File: src/rtl/adxl_spi_sampler.sv
// ADXL345 front end: configures the sensor over SPI mode 3, then reads one axis
// every SAMPLE_PERIOD clocks and presents it as a signed word with a one-cycle strobe.
module adxl_spi_sampler #(
  parameter int CLK_DIV       = 25,
  parameter int SAMPLE_PERIOD = 50000,
  parameter int AXIS          = 0,
  parameter int A_DATA_WIDTH  = 16
) (
  input  logic                           clk,
  input  logic                           rst,
  output logic                           spi_sclk,
  output logic                           spi_cs_n,
  output logic                           spi_mosi,
  input  logic                           spi_miso,
  output logic signed [A_DATA_WIDTH-1:0] accelerometer_data,
  output logic                           sample_valid,
  output logic                           init_done,
  output logic                           overrun
);

  localparam int DIV_W = $clog2(CLK_DIV);
  localparam int TMR_W = $clog2(SAMPLE_PERIOD);
  localparam logic [DIV_W-1:0] DIV_LAST = DIV_W'(CLK_DIV - 1);
  localparam logic [TMR_W-1:0] TMR_LAST = TMR_W'(SAMPLE_PERIOD - 1);
  localparam logic [7:0] AXIS_REG = 8'(8'h32 + 2 * AXIS);
  localparam logic [7:0] READ_CMD = 8'hC0 | AXIS_REG;

  typedef enum logic [1:0] {INIT_FMT, INIT_PWR, WAIT_TICK, READ} seq_t;
  typedef enum logic [2:0] {IDLE, SETUP, CLK_LO, CLK_HI, HOLD, GAP} eng_t;

  seq_t             seq_q, seq_d;
  eng_t             eng_q, eng_d;
  logic [DIV_W-1:0] div_cnt;
  logic [4:0]       bits_left;
  logic [4:0]       bits_load;
  logic [23:0]      tx_sh;
  logic [23:0]      tx_load;
  logic [15:0]      rx_sh;
  logic [TMR_W-1:0] timer;
  logic             start;
  logic             phase_end;
  logic             frame_done;
  logic             tick;
  logic signed [15:0]              raw_word;
  logic signed [A_DATA_WIDTH-1:0]  sample_word;

  assign phase_end  = (div_cnt == DIV_LAST);
  assign frame_done = (eng_q == GAP) && phase_end;
  assign tick       = init_done && (timer == TMR_LAST);

  // MISO bytes arrive low then high, so after the last bit the high byte sits in [7:0].
  assign raw_word = {rx_sh[7:0], rx_sh[15:8]};

  generate
    if (A_DATA_WIDTH == 16) begin : g_same
      assign sample_word = raw_word;
    end else if (A_DATA_WIDTH > 16) begin : g_ext
      assign sample_word = {{(A_DATA_WIDTH - 16){raw_word[15]}}, raw_word};
    end else begin : g_trunc
      assign sample_word = raw_word[15 -: A_DATA_WIDTH];
    end
  endgenerate

  // Sequencer: picks the next transaction and launches the engine.
  always_comb begin
    // NOTE: every combinational output gets a default first so no path can infer a latch.
    seq_d     = seq_q;
    start     = 1'b0;
    tx_load   = {READ_CMD, 16'h0000};
    bits_load = 5'd24;
    case (seq_q)
      INIT_FMT: begin
        start     = (eng_q == IDLE);
        tx_load   = {8'h31, 8'h0B, 8'h00};
        bits_load = 5'd16;
        if (frame_done) seq_d = INIT_PWR;
      end
      INIT_PWR: begin
        start     = (eng_q == IDLE);
        tx_load   = {8'h2D, 8'h08, 8'h00};
        bits_load = 5'd16;
        if (frame_done) seq_d = WAIT_TICK;
      end
      WAIT_TICK: begin
        if (tick) begin
          start = 1'b1;
          seq_d = READ;
        end
      end
      READ: begin
        if (frame_done) seq_d = WAIT_TICK;
      end
      default: seq_d = INIT_FMT;
    endcase
  end

  always_comb begin
    eng_d = eng_q;
    case (eng_q)
      IDLE:    if (start)     eng_d = SETUP;
      SETUP:   if (phase_end) eng_d = CLK_LO;
      CLK_LO:  if (phase_end) eng_d = CLK_HI;
      CLK_HI:  if (phase_end) eng_d = (bits_left == 5'd1) ? HOLD : CLK_LO;
      HOLD:    if (phase_end) eng_d = GAP;
      GAP:     if (phase_end) eng_d = IDLE;
      default: eng_d = IDLE;
    endcase
  end

  // SPI pins are registered from the next state so they are glitch-free and
  // still fall back to idle levels the instant rst rises.
  always_ff @(posedge clk or posedge rst) begin
    if (rst) begin
      eng_q     <= IDLE;
      div_cnt   <= '0;
      bits_left <= '0;
      tx_sh     <= '0;
      rx_sh     <= '0;
      spi_sclk  <= 1'b1;
      spi_cs_n  <= 1'b1;
      spi_mosi  <= 1'b0;
    end else begin
      eng_q    <= eng_d;
      div_cnt  <= (eng_d != eng_q || eng_q == IDLE) ? '0 : div_cnt + DIV_W'(1);
      spi_sclk <= (eng_d != CLK_LO);
      spi_cs_n <= !(eng_d inside {SETUP, CLK_LO, CLK_HI, HOLD});
      if (start) begin
        tx_sh     <= tx_load;
        bits_left <= bits_load;
      end else if (eng_q != CLK_LO && eng_d == CLK_LO) begin
        spi_mosi <= tx_sh[23];
        tx_sh    <= {tx_sh[22:0], 1'b0};
      end
      if (eng_q == CLK_HI && phase_end) bits_left <= bits_left - 5'd1;
      if (eng_q == CLK_HI && div_cnt == '0) rx_sh <= {rx_sh[14:0], spi_miso};
    end
  end

  always_ff @(posedge clk or posedge rst) begin
    if (rst) begin
      seq_q              <= INIT_FMT;
      init_done          <= 1'b0;
      overrun            <= 1'b0;
      timer              <= '0;
      sample_valid       <= 1'b0;
      accelerometer_data <= '0;
    end else begin
      seq_q        <= seq_d;
      sample_valid <= 1'b0;
      if (seq_q == INIT_PWR && frame_done) begin
        init_done <= 1'b1;
        timer     <= '0;
      end else if (init_done) begin
        timer <= (timer == TMR_LAST) ? '0 : timer + TMR_W'(1);
      end
      // Ticks landing while a read (including its gap) is in flight are dropped, not queued.
      if (tick && seq_q == READ) overrun <= 1'b1;
      if (seq_q == READ && eng_q == HOLD && phase_end) begin
        sample_valid       <= 1'b1;
        accelerometer_data <= sample_word;
      end
    end
  end

endmodule

File: config.mk
export PLATFORM = sky130hd
export DESIGN_NAME = adxl_spi_sampler
export DESIGN_NICKNAME = d
export VERILOG_FILES = /design/src/rtl/adxl_spi_sampler.sv
export SDC_FILE = /design/constraint.sdc
export NUM_CORES = 1
export LEC_CHECK = 0
export BUFFER_PORTS_ARGS = -buffer_cell sky130_fd_sc_hd__buf_2
export CAP_MARGIN = 20
export CORE_MARGIN = 2
export CORE_UTILIZATION = 40
export DETAILED_ROUTE_END_ITERATION = 7
export SYNTH_ARGS = -nofsm -noshare
export SYNTH_HDL_FRONTEND = slang
export SYNTH_SLANG_ARGS = --single-unit
File: constraint.sdc
create_clock -name clk -period 3 [get_ports clk]
set_input_delay 0 -clock clk [delete_from_list [all_inputs] [get_ports clk]]
set_output_delay 0 -clock clk [all_outputs]
set_load 0.03 [all_outputs]
### Yosys cells after proc, flatten, opt, wreduce, memory -nomap -nowiden

Cells that the tools add are included.

| operators by class | value |
|---|---|
| bitwise gates (word level) | 1 |
| add/sub/neg operators | 3 |
| equal/unequal tests | 21 |
| reduce and logical (&&, ||, !) cells | 22 |
| multiplexer cells | 25 |

Operators with widths:

| cell | count |
|---|---|
| 16-bit two-way mux | 3 |
| 24-bit two-way mux | 2 |
| 24-bit one-hot mux with 2 select lines | 1 |
| 3-bit two-way mux | 7 |
| 3-bit one-hot mux with 6 select lines | 1 |
| 16-bit by 1-bit adder with 16-bit output (second input constant) | 1 |
| 16-bit == test (second input constant) | 1 |
| 5-bit two-way mux | 3 |
| 3-bit by 2-bit == test with 1-bit output (second input constant) | 4 |
| 3-bit == test (second input constant) | 3 |
| 1-bit logical AND | 9 |
| 3-bit by 1-bit == test with 1-bit output (second input constant) | 2 |
| 2-bit two-way mux | 3 |
| 3-bit by 2-bit != test with 1-bit output (second input constant) | 2 |
| 2-bit one-hot mux with 3 select lines | 1 |
| 2-bit nonzero test | 3 |
| 5-bit by 1-bit adder with 5-bit output (second input constant) | 1 |
| 5-bit by 1-bit == test with 1-bit output (second input constant) | 1 |
| 5-bit == test (second input constant) | 1 |
| 5-bit zero test | 1 |
| 5-bit by 1-bit subtractor with 5-bit output (second input constant) | 1 |
| 2-bit == test (second input constant) | 2 |
| 4-bit two-way mux | 1 |
| 2-bit != test (second input constant) | 2 |
| 14 further kinds | 16 |

| storage, ports and cells | value |
|---|---|
| register bits | 93 |
| output and inout bits | 22 |

### Longest topological paths before layout

Gate-level depths: netlist (run 1).

| logic depth | value |
|---|---|
| word-level depth | 10 |
| mapped depth | 9 |
| mapped depth without buffers | 7 |

### Worst setup path after synthesis (run 1)

OpenSTA, ideal clock, no wires.

| timing | value |
|---|---|
| path kind | register to register |
| from | reg div_cnt[0] |
| to | reg tx_sh[11] |
| slack | 0.756 ns |
| data arrival time | 2.112 ns |
| library setup time | 0.132 ns |
| clock period less this slack | 2.244 ns |
| stages on the path, launching flop included | 9 |
| path through | dfrtp_1 inv_1 ha_1 nand4b_1 a2111oi_0 buf_2 mux2_2 nand2_1 nand2_1 |

| on the way | value |
|---|---|
| word-level cells in the longest chain between the ends | 6 |

RTL lines:

| what | RTL line | source |
|---|---|---|
| from (decl) | 33 | `logic [DIV_W-1:0] div_cnt;` |
| from (signal assigned) | 124 | `div_cnt <= (eng_d != eng_q \|\| eng_q == IDLE) ? '0 : div_cnt + DIV_W'(1);` |
| 5-bit == test (*) | 47 | `assign phase_end = (div_cnt == DIV_LAST);` |
| 3-bit two-way mux, on equally long branches | -- |  |
| 3-bit one-hot mux with 6 select lines (*) | 99 | `case (eng_q)` |
| 3-bit by 2-bit == test with 1-bit output (*) | 130 | `end else if (eng_q != CLK_LO && eng_d == CLK_LO) begin` |
| 1-bit logical AND (*) | 130 |  |
| 2-bit nonzero test (no line) (*) | -- |  |
| to (signal assigned) | 128 | `tx_sh <= tx_load;` |
| to (signal assigned) | 132 | `tx_sh <= {tx_sh[22:0], 1'b0};` |
| to (decl) | 36 | `logic [23:0] tx_sh;` |

Mark *: on every way between the ends. The rest lies on a longest branch, timed or not.
A chain may end at the register's enable or synchronous reset.

### Worst setup path after layout (run 1)

| timing | value |
|---|---|
| from | reg timer[5] |
| to | reg div_cnt[3] |

| on the way | value |
|---|---|
| word-level cells in the longest chain between the ends | 9 |

RTL lines:

| what | RTL line | source |
|---|---|---|
| from (decl) | 39 | `logic [TMR_W-1:0] timer;` |
| from (signal assigned) | 154 | `timer <= (timer == TMR_LAST) ? '0 : timer + TMR_W'(1);` |
| 16-bit == test | 49 | `assign tick = init_done && (timer == TMR_LAST);` |
| 1-bit logical AND | 49 |  |
| 1-bit two-way mux | 85 | `if (tick) begin` |
| 1-bit one-hot mux with 2 select lines | 71 | `case (seq_q)` |
| 3-bit two-way mux | 100 | `IDLE: if (start) eng_d = SETUP;` |
| 3-bit one-hot mux with 6 select lines | 99 |  |
| 3-bit != test | 124 |  |
| 1-bit logical OR | 124 |  |
| 5-bit two-way mux | 124 |  |

Every way passes these cells.

==> metrics.yaml, run 1 <==
status: "finished, final reports clean"
drc: 0
synth_area_leader_cell: "dfrtp_1"
finalSetupViolCount: 0
nets: 395
final_area_mm2: 0.00445
grt-ovfl-total: 0
min_path_type: "in -> async"
syn_nets: 368
start_util_pct: 40.8
slowest_delay_ns: 0.58
slew_viol_final: 0
hold_viol_final: 0
post_synth.cell_area_avg_um2: 11.0
antenna_found_initial: 0
synth-async-reset-ratio_pct: 100
yosys.area.top_type_share_pct: 52.6
diodes: 0
worstSetupStartpointType: "flop"
track_usage_pct: 15.6
finalNonFillerCells: 525
end_kind: "flop"
synth_edf_count: 0
relSlewSlack_pct: 55.0
drtAntennaViolNets: 0
insertion_delay_ns: 0.37
ys_top_cells_by_count: "83 x dfrtp_1, 35 x mux2_2, 35 x nand2_1"
crit_fanout: 7
ir_worst_vdd_v: 0.000195
synthTopCellsByArea: "dfrtp_1 53%, mux2_2 10%, nand2_1 3.3%"
die_h_um: 103
grt_first_pass_wirelength_um: 12800
regArea_mm2: 0.00213
hold_slack_ns: 0.243
dp_slack_ns: 0.632
drive_gt1_share_pct: 23.5
r2r-start: "timer[5]"
drtIter0Drc: 137
crit_chain: "or4b_4 -> or4_4 -> nor4b_4 -> or2_1 -> o41ai_1"
cts_buffers: 9
dpl.hpwl_um: 4970
clk_pin_slew_ns: 0.10
ys_seq_elements: 85
wl_per_cell_um: 14.3
fillers: 899
vias: 2757
postCtsSetupRepairBufs: 0
cts.sinks: 85
grt_pass1_vias: 2671
synth_area_mm2: 0.00395
power.density_mw_per_mm2: 445
arrival_ns: 2.61
ff2ff_setup_slack_ns: 0.64
fin_setup_tns_ns: 0
ys_seq_area_share_pct: 53.9
multi_input_area_mm2: 0.00171
viasPerCell: 5.25
rsz0062_at_grt: "false"
clock_path_buffers: 2
worst_ep_required_time_ns: 3.25
fp.dieArea_mm2: 0.0107
fp-row-count: 36
core_area_mm2: 0.00968
clock_skew_ns: 0.0103
synth_most_common_cell: "dfrtp_1"
cts_resized: 0
reg2reg_to: "div_cnt[3]"
critPathKind: "reg -> reg"
area_delta_synth_final_pct: 12.7
synthCells: 360
place_area_mm2: 0.00423
cap_violations: 0
die_x_um: 103
slowest_stage: "or4b_4"
max_freq_ghz: 0.423
leakage_nw: 2.09
power_mw: 1.98
post-route-min-period_ns: 2.36
cts_tree: "built"
hold_buffers: 2
yosysWarningCount: 0
drt_wl_total_um: 7530
rr_worst_depth: 5
layout_setup_ws_ns: 0.638
cts-root-buf: "clkbuf_8"
synth_ff_type: "dfrtp_1"
finalCritPeriodShare_pct: 78.7
dp.cells: 507
cts_max_level: 3
routabilityCongestion: 0.790
fin_util_pct: 46.0
synth_cell_types: 51
grt_max_degree: 48
tightestPinTransition_ns: 0.676
io_pins: 25
portBuffers: 24
drtPass1Iterations: 4
## metal layers
layer / share of wire (%) / global-route usage [%] / up-vias
met2: 48 / 23.6 / 34
met1: 48 / 21.6 / 1366
li1: - / - / 1346
met5: 0 / 0 / -
met3: 2.9 / 3.63 / 11
met4: 1.8 / 6.78 / 0
## logic make-up (layout without fill, tap and decap cells)
| family | after synthesis | count (layout) | synth area share, % |
|---|---|---|---|
| buffers and inverters | 27 | 59 | 2.94 |
| multiplexers | 47 | 47 | 13.0 |
| AND/OR/NAND/NOR | 128 | 128 | 17.6 |
| flip-flops | 85 | 85 | 53.9 |
| adder cells (fa/ha/maj) | 5 | 5 | 1.58 |
| AO/OA/AOI/OAI | 60 | 60 | 9.12 |
| XOR/XNOR | 8 | 8 | 1.77 |
## layout make-up
class	instances	share of cell area [%]
multi-input combinational	248	38.4
clock buffer	9	2.78
timing repair buffer	33	4.61
tap	133	3.74
clock inverter	7	1.71
sequential	85	47.8
inverter	10	0.871
## power by group
part / internal, mW / total, mW / switching, mW
Sequential: 1.15 / 1.15 / 0.000390
Combinational: 0.00595 / 0.0284 / 0.0225
Clock: 0.329 / 0.808 / 0.479
## cells in the final DEF (no fill, tap or decap), drive strengths merged, types with 3 or more instances in the layout
| cell | synthesis | final |
|---|---|---|
| inv | 10 | 12 |
| o21a | 3 | 3 |
| clkbuf | 11 | 9 |
| nand4 | 4 | 4 |
| a21oi | 20 | 20 |
| nor2 | 30 | 30 |
| o21ai | 19 | 19 |
| xor2 | 4 | 4 |
| or4 | 5 | 5 |
| and4 | 7 | 7 |
| nor3 | 7 | 7 |
| clkinv | 0 | 5 |
| o41ai | 6 | 6 |
| xnor2 | 4 | 4 |
| ha | 5 | 5 |
| nand3b | 4 | 4 |
| mux2i | 11 | 11 |
| mux2 | 36 | 36 |
| nor4 | 5 | 5 |
| nand4b | 3 | 3 |
| dfrtp | 83 | 83 |
| and3 | 5 | 5 |
| nand2 | 35 | 35 |
| buf | 6 | 31 |
| nand3 | 10 | 10 |
## registers in the layout (all words and copies together) (netlist names)
name and cells:
spi_sclk 1, spi_cs_n 1, spi_mosi 1, accelerometer_data 16
bits_left 5, timer 16, seq_q 2, sample_valid 1
rx_sh 16, init_done 1, tx_sh 16, eng_q 3
overrun 1, div_cnt 5
## worst max-delay path, delay by kind of cell, from the launching register on
kind,cells,cell delay (ns)
compound gates,1,0.12
simple gates,4,1.69
flops,1,0.43
## worst max path at each step
stage,from,depth (start not counted),to
CTS,timer[5],5,div_cnt[3]
detailed placement,timer[5],5,div_cnt[2]
global route,div_cnt[0],7,bits_left[3]
global placement,timer[11],5,div_cnt[3]
finish,timer[5],5,div_cnt[3]
floorplan,div_cnt[0],8,tx_sh[11]
Note: power is estimated with default switching activity, not from simulation.
==> run 2, diff against run 1 <==
clock period = 2.4 ns   (was 3 ns; I/O delays follow)
==> run 2 against run 1 <==
Compared with the run above:
- first-iteration DRC count fell by 5.8%
- via count fell by 0.18%
- sequential power rose by 24%
- critical path depth rose by 3
- setup slack got worse by 0.46 ns
- cell count rose by 2.7%
- flip-flop and latch count did not move
- design area rose by 2.4%
- count of clock-buffer cells in the layout did not move
- critical path type unchanged
- critical endpoint is now tx_sh[16]
==> metrics.yaml, run 2 (synthesis results as in run 1) <==
hold_viol_final: 0
status: "finished, final reports clean"
layout_setup_ws_ns: 0.174
worst_ep_required_time_ns: 2.62
viasPerCell: 5.11
leakage_nw: 2.15
ir_worst_vdd_v: 0.000278
cpMostUsedCell: "nand2_1"
clkPwrFrac_pct: 40.7
tightestPinTransition_ns: 0.574
cts-root-buf: "clkbuf_8"
finalCritPeriodShare_pct: 92.8
drive_gt1_share_pct: 26.4
die_x_um: 103
vias: 2752
drtAntennaViolNets: 0
cts_buffers: 9
crit_start: "div_cnt[0]"
internal_power_mw: 1.92
crit_fanout: 16
drtPass1Iterations: 4
cts_tree: "built"
ff2ff_setup_slack_ns: 0.17
fp.dieArea_mm2: 0.0107
final_cell_mix: "83 x dfrtp_1, 35 x nand2_1, 35 x mux2_2"
rsz0062_at_grt: "false"
diodes: 0
clock_skew_ns: 0.0172
clk_pin_slew_ns: 0.09
r2r-start: "div_cnt[0]"
worstSetupStartpointType: "flop"
power_mw: 2.48
clock_path_buffers: 2
cts.sinks: 85
drc: 0
post-route-min-period_ns: 2.23
grt_pass1_vias: 2655
io_pins: 25
track_usage_pct: 15.5
die_h_um: 103
layout_commonest_cell: "dfrtp_1"
power.density_mw_per_mm2: 543
cts_max_level: 3
fillers: 894
cap_violations: 0
switchingPower_uw: 554
relSlewSlack_pct: 61.7
drtIter0Drc: 129
area_delta_synth_final_pct: 15.4
grt-ovfl-total: 0
hold_slack_ns: 0.225
portBuffers: 24
slew_viol_final: 0
arrival_ns: 2.45
start_util_pct: 40.8
dpl.hpwl_um: 5020
insertion_delay_ns: 0.35
dp_slack_ns: 0.110
grt_max_degree: 54
core_area_mm2: 0.00968
drt_wl_total_um: 7480
regArea_mm2: 0.00213
fp-row-count: 36
slowest_delay_ns: 0.42
combPwrFrac_pct: 1.4
critPathKind: "reg -> reg"
finalSetupViolCount: 0
final_area_mm2: 0.00456
seqPwrFrac_pct: 57.9
swShare_pct: 22.4
crit_chain: "inv_1 -> ha_1 -> nand4b_1 -> a2111oi_2 -> buf_4 -> mux2_2 -> nand2_1 -> nand2_1"
multi_input_area_mm2: 0.00171
routabilityCongestion: 0.814
end_kind: "flop"
place_area_mm2: 0.00433
fin_setup_tns_ns: 0
grt_first_pass_wirelength_um: 12900
min_path_type: "in -> async"
max_freq_ghz: 0.449
slowest_stage: "dfrtp_1"
wl_per_cell_um: 13.9
antenna_found_initial: 0
nets: 410
-- run 2: changes by cell type in the layout (fill, tap and decap cells not counted), sizes merged --
cell,delta
buf,+15
clkinv,-4
clkinvlp,+3
bufinv,+1
inv,-1
-- run 2: through the flow --
stage | instances | util, %
finish | 539 | 47.1
CTS | 537 | 46.9
global placement | 520 | 44.7
detailed placement | 520 | 44.7
floorplan | 360 | -
global route | 539 | 47.1
-- run 2: final timing paths --
kind | to | cells past startpoint
setup reg to reg | tx_sh[16] | 8
max in group asynchronous | spi_sclk | 4
hold reg to reg | spi_sclk | 1
min in group clk | rx_sh[0] | 3
setup / recovery | tx_sh[16] | 8
hold / removal | accelerometer_data[2] | 3
-- run 2: metal layers --
| metal | vias up | track usage, % | wire (um) |
|---|---|---|---|
| met2 | 32 | 22.7 | 3380 |
| met1 | 1324 | 22.0 | 3800 |
| met5 | - | 0 | 0 |
| met4 | 0 | 5.26 | 85 |
| met3 | 6 | 4.50 | 205 |
| li1 | 1390 | - | - |
-- run 2: cell type report --
type	count	area share, %
clock inverter	6	1.54
inverter	10	0.850
tap	133	3.65
clock buffer	9	2.72
multi-input combinational	248	37.6
timing repair buffer	48	6.97
sequential	85	46.7
-- run 2: what timing repair did --
item / 4_1_cts / 5_1_grt
buffers inserted: 0 / 2
hold buffers: 2 / 0
endpoints found under the hold margin: 33 / 0
gates resized for setup: 0 / 1
endpoints found under the setup margin: 0 / 8
-- run 2: power groups by stage --
stage / sequential (mW) / combinational [mW] / clock, mW
finish: 1.43 / 0.0356 / 1.01
global route: 1.43 / 0.0438 / 1.11
CTS: 1.43 / 0.0390 / 1.05
detailed placement: 1.46 / 0.0365 / 0
global placement: 1.46 / 0.0358 / 0
floorplan: 1.46 / 0.0216 / 0
-- run 2: worst max-delay path, delay by kind of cell, from the launching register on --
family / cells / cell delay, ns
buffers and inverters: 2 / 0.36
AO/OA/AOI/OAI: 1 / 0.41
adder cells (fa/ha/maj): 1 / 0.18
multiplexers: 1 / 0.35
flip-flops: 1 / 0.42
AND/OR/NAND/NOR: 3 / 0.36
